[config.mk]
export PLATFORM = sky130hd
export DESIGN_NAME = pulse_spacer
export DESIGN_NICKNAME = d
export VERILOG_FILES = /design/src/rtl/pulse_pkg.sv /design/src/rtl/sat_counter.sv /design/src/rtl/pulse_spacer.sv
export SDC_FILE = /design/constraint.sdc
export NUM_CORES = 1
export LEC_CHECK = 0
export CAP_MARGIN = 10
export CORE_MARGIN = 8
export CORE_UTILIZATION = 25
export CTS_CLUSTER_SIZE = 25
export DETAILED_ROUTE_END_ITERATION = 8
export HOLD_SLACK_MARGIN = 0.06
export PLACE_DENSITY = 0.42
export SETUP_SLACK_MARGIN = 0.02
export SKIP_LAST_GASP = 1
export SLEW_MARGIN = 10
export SYNTH_ARGS = -nofsm -noshare
export SYNTH_HDL_FRONTEND = slang
export SYNTH_SLANG_ARGS = --single-unit
[constraint.sdc]
create_clock -name clk -period 3 [get_ports clk]
set_clock_uncertainty 0.2 [all_clocks]
set_input_delay 0.6 -clock clk [delete_from_list [all_inputs] [get_ports clk]]
set_output_delay 0.6 -clock clk [all_outputs]
set_load 0.1 [all_outputs]
[src/rtl/pulse_pkg.sv]
// rtl/pulse_pkg.sv - shared state encoding and gap-counter sizing for the pulse path
package pulse_pkg;

  typedef enum logic [1:0] {
    S_IDLE  = 2'd0,
    S_PULSE = 2'd1,
    S_GAP   = 2'd2
  } pulse_state_e;

  function automatic int gap_cnt_width(input int gap);
    return (gap > 1) ? $clog2(gap) : 1;
  endfunction

endpackage

[src/rtl/sat_counter.sv]
// rtl/sat_counter.sv - up/down counter that saturates high, floors at zero, flags dropped increments
module sat_counter #(
  parameter int CW = 4
) (
  input  logic          clk,
  input  logic          reset,
  input  logic          inc,
  input  logic          dec,
  output logic [CW-1:0] count,
  output logic          sat_drop
);

  localparam logic [CW-1:0] MAX = '1;

  logic [CW-1:0] count_d, count_q;

  // Simultaneous inc and dec cancel, so a full counter can still accept while draining.
  always_comb begin
    count_d  = count_q;
    sat_drop = 1'b0;
    if (inc && !dec) begin
      if (count_q == MAX) sat_drop = 1'b1;
      else                count_d  = count_q + 1'b1;
    end else if (dec && !inc && count_q != '0) begin
      count_d = count_q - 1'b1;
    end
  end

  always_ff @(posedge clk or posedge reset) begin
    if (reset) count_q <= '0;
    else       count_q <= count_d;
  end

  assign count = count_q;

endmodule

[src/rtl/pulse_spacer.sv]
// rtl/pulse_spacer.sv - queues event strobes and re-issues them with a guaranteed low gap
module pulse_spacer
  import pulse_pkg::*;
#(
  parameter int GAP = 3,
  parameter int CW  = 4
) (
  input  logic          clk,
  input  logic          reset,
  input  logic          in,
  input  logic          clr_ovf,
  output logic          out,
  output logic [CW-1:0] pending,
  output logic          busy,
  output logic          overflow
);

  localparam int            GW       = gap_cnt_width(GAP);
  localparam logic [GW-1:0] GAP_LOAD = GW'(GAP - 1);

  pulse_state_e  state_d, state_q;
  logic [GW-1:0] gap_d, gap_q;
  logic          out_d, out_q;
  logic          busy_d, busy_q;
  logic          overflow_d, overflow_q;
  logic          launch, from_queue, inc, dec, sat_drop, pending_nz;

  assign pending_nz = (pending != '0);

  always_comb begin
    state_d = state_q;
    gap_d   = gap_q;
    launch  = 1'b0;
    case (state_q)
      S_IDLE:  launch = in || pending_nz;
      S_PULSE: begin
        state_d = S_GAP;
        gap_d   = GAP_LOAD;
      end
      S_GAP: begin
        if (gap_q != '0) gap_d = gap_q - 1'b1;
        else if (in || pending_nz) launch = 1'b1;
        else state_d = S_IDLE;
      end
      default: state_d = S_IDLE;
    endcase
    if (launch) state_d = S_PULSE;

    // The queue is served first; a strobe is only passed straight through when nothing waits.
    from_queue = launch && pending_nz;
    dec        = from_queue;
    inc        = in && !(launch && !pending_nz);

    out_d      = (state_d == S_PULSE);
    busy_d     = (state_d != S_IDLE);
    overflow_d = sat_drop ? 1'b1 : (clr_ovf ? 1'b0 : overflow_q);
  end

  always_ff @(posedge clk or posedge reset) begin
    if (reset) begin
      state_q    <= S_IDLE;
      gap_q      <= '0;
      out_q      <= 1'b0;
      busy_q     <= 1'b0;
      overflow_q <= 1'b0;
    end else begin
      state_q    <= state_d;
      gap_q      <= gap_d;
      out_q      <= out_d;
      busy_q     <= busy_d;
      overflow_q <= overflow_d;
    end
  end

  sat_counter #(.CW(CW)) u_pending (
    .clk      (clk),
    .reset    (reset),
    .inc      (inc),
    .dec      (dec),
    .count    (pending),
    .sat_drop (sat_drop)
  );

  assign out      = out_q;
  assign busy     = busy_q;
  assign overflow = overflow_q;

endmodule

==> flow_metrics.env <==
export IMPL_status="completed"
export IMPL_grt_pass1_vias=496
export IMPL_place_port_buffers=10
export IMPL_clk_path_buf_depth=2
export IMPL_period_needed_ps=2650
export IMPL_die_y_um=66.2
export IMPL_yosys_area_top_type="dfrtp_1"
export IMPL_final_common_cell="dfrtp_1"
export IMPL_fin_nets=83
export IMPL_hold_depth=1
export IMPL_fin_setup_tns_ps=0
export IMPL_cts_setup_buffers=0
export IMPL_cp_data_arrival_time_ps=2600
export IMPL_ctsRootBufferMaster="clkbuf_4"
export IMPL_pin_count=11
export IMPL_drive_gt1_share_pct=25.7
export IMPL_fin_crit_sh_pct=88.4
export IMPL_clkTransAtPathRegs_ps=80
export IMPL_dr_pass1_iters=3
export IMPL_syn_nets=68
export IMPL_gp_congestion=0.720
export IMPL_cts_htree_levels=1
export IMPL_insertion_delay_ps=270
export IMPL_hold_buffers=0
export IMPL_holdCritPathClass="flop to flop"
export IMPL_cap_violations=0
export IMPL_synth_cells=60
export IMPL_fin_area_um2=769
export IMPL_synthXorXnorAreaFrac_pct=2.78
export IMPL_drc=0
export IMPL_core_mm2=0.00243
export IMPL_drt_total_wl_um=1270
export IMPL_cts_tree="built"
export IMPL_async_flop_share_pct=100
export IMPL_antenna_cells=0
export IMPL_die_x_um=66.2
export IMPL_rsz0062_at_grt="no"
export IMPL_hold_viol_final=0
export IMPL_syn_to_final_growth_pct=22.3
export IMPL_critPathCaptureType="flop"
export IMPL_grt_pass1_wl_um=2290
export IMPL_wl_per_cell_um=12.2
export IMPL_synth_area_mux_share_pct=6.76
export IMPL_yosysSeqAreaShare_pct=43.7
export IMPL_ys_seq_elements=11
export IMPL_synth_top_family_by_area="simple AND/OR/NAND/NOR gates"
export IMPL_synth_area_leaders="dfrtp_1 44%, o21ai_0 6.4%, ha_1 6.0%"
export IMPL_yosysUniqueCellTypes=27
export IMPL_drtAntennaViolNets=0
export IMPL_netlist_area_um2=629
export IMPL_vias_per_cell=4.69
export IMPL_critPathMaxFanout=6
export IMPL_avgSynthCellArea_um2=10.5
export IMPL_dr_first_iter_drc_count=6
export IMPL_synth_compound_area_share_pct=14.3
export IMPL_path_cells="inv_1 > ha_1 > or2b_2 > nand2_1 > and2_2 > inv_1 > ha_1 > a21o_1 > a21oi_1 > mux4_2"
export IMPL_track_usage_pct=6.61
export IMPL_dieArea_mm2=0.00438
export IMPL_synth_edff_count=0
export IMPL_synthAdderAreaFrac_pct=9.15
export IMPL_grt_overflow=0
export IMPL_ff2ff_path_depth=10
export IMPL_numClockSinks=11
export IMPL_hpwl_um=967
export IMPL_drv_slew=0
export IMPL_setup_viol=0
export IMPL_ys_flop_type="dfrtp_1"
export IMPL_synth_top_area_share_pct=43.7
export IMPL_slew_headroom_pct=71.1
export IMPL_start_util_pct=25.9
export IMPL_crit_slowest_cell="dfrtp_1"
export IMPL_ys_warn_count=0
export IMPL_critPathMaxStageDelay_ps=340
export IMPL_antenna_found_initial=0
export IMPL_cts_made_buffers=3
export IMPL_dr_total_vias=488
export IMPL_final_cell_mix="11 x dfrtp_1, 8 x o21ai_0, 8 x buf_4, 6 x inv_1, 6 x nor2_1"
export IMPL_fmax_mhz=377
export IMPL_placed_cell_area_um2=743
export IMPL_path_class="flop to flop"
export IMPL_cts_resized=0
export IMPL_start_kind="flop"
export IMPL_fp_row_count=18
export IMPL_grt_max_degree=12
export IMPL_yosys_area_share_simple_pct=17.5
export IMPL_cp_required_ps=2950
export IMPL_worst_slew_pin_slew_ps=433
## cell usage after synthesis, types with 2 or more instances
master,number
dfrtp_1,11
ha_1,3
inv_1,6
mux2i_1,2
nor2_1,6
nor3_1,2
o21ai_0,8
o221ai_1,2
xor2_1,2
## metrics by stage
step | utilization (%) | std cells | hold WS [ps] | worst slack [ps]
CTS | 31.6 | 104 | 333 | 326
floorplan | - | 60 | 252 | 544
global placement | 30.6 | 100 | 319 | 313
detailed placement | 30.6 | 100 | 316 | 331
global route | 31.6 | 104 | 351 | 181
finish | 31.6 | 104 | 329 | 349
## worst max-delay path, delay by kind of cell, from the launching register on
kind / cells / cell delay [ps]
adders and majority gates: 2 / 490
DFF: 1 / 340
and+or+nand+nor: 3 / 700
AOI/OAI and AO/OA: 2 / 340
muxes: 1 / 310
buffers and inverters: 2 / 150
## per-layer routing
metal,GRT usage [%],routed length (µm)
met5,0,0
met2,9.65,576
met4,4.00,29
met1,8.77,605
met3,1.19,56
## registers in the layout, indices dropped and copies added (netlist names)
name,count
busy,1
gap_q,2
out,1
overflow,1
state_q,2
u_pending.count,4
## cells by family after synthesis
family                     Yosys count
DFF                                 11
muxes                                3
buffers and inverters                7
adders and majority gates            4
xor gates and xnor gates             2
AOI/OAI and AO/OA                   15
and+or+nand+nor                     18
## worst paths after layout
path                                      start                              to  slack (ps)
min                        state_q[1]$_DFF_PP0_            gap_q[1]$_DFFE_PP0P_         330
min reg2reg                state_q[1]$_DFF_PP0_            gap_q[1]$_DFFE_PP0P_         330
max in group asynchronous                 reset                   out$_DFF_PP0_        1870
max                        gap_q[0]$_DFFE_PP0P_  u_pending.count[3]$_DFFE_PP0P_         350
max reg2reg                gap_q[0]$_DFFE_PP0P_  u_pending.count[3]$_DFFE_PP0P_         350
min in group asynchronous                 reset  u_pending.count[2]$_DFFE_PP0P_         420
## final cells by class
cell class              count  area [µm²]
clock buffers               4        26.3
inverters                   6        22.5
fillers                   266        1660
multi-input cells          42         318
well taps                  30        37.5
repair buffers             11        90.1
flip-flops and latches     11         275
Power is left out: the tool's default activity adds up to more than one toggle a clock period on the data nets, which glitch-free logic cannot reach.
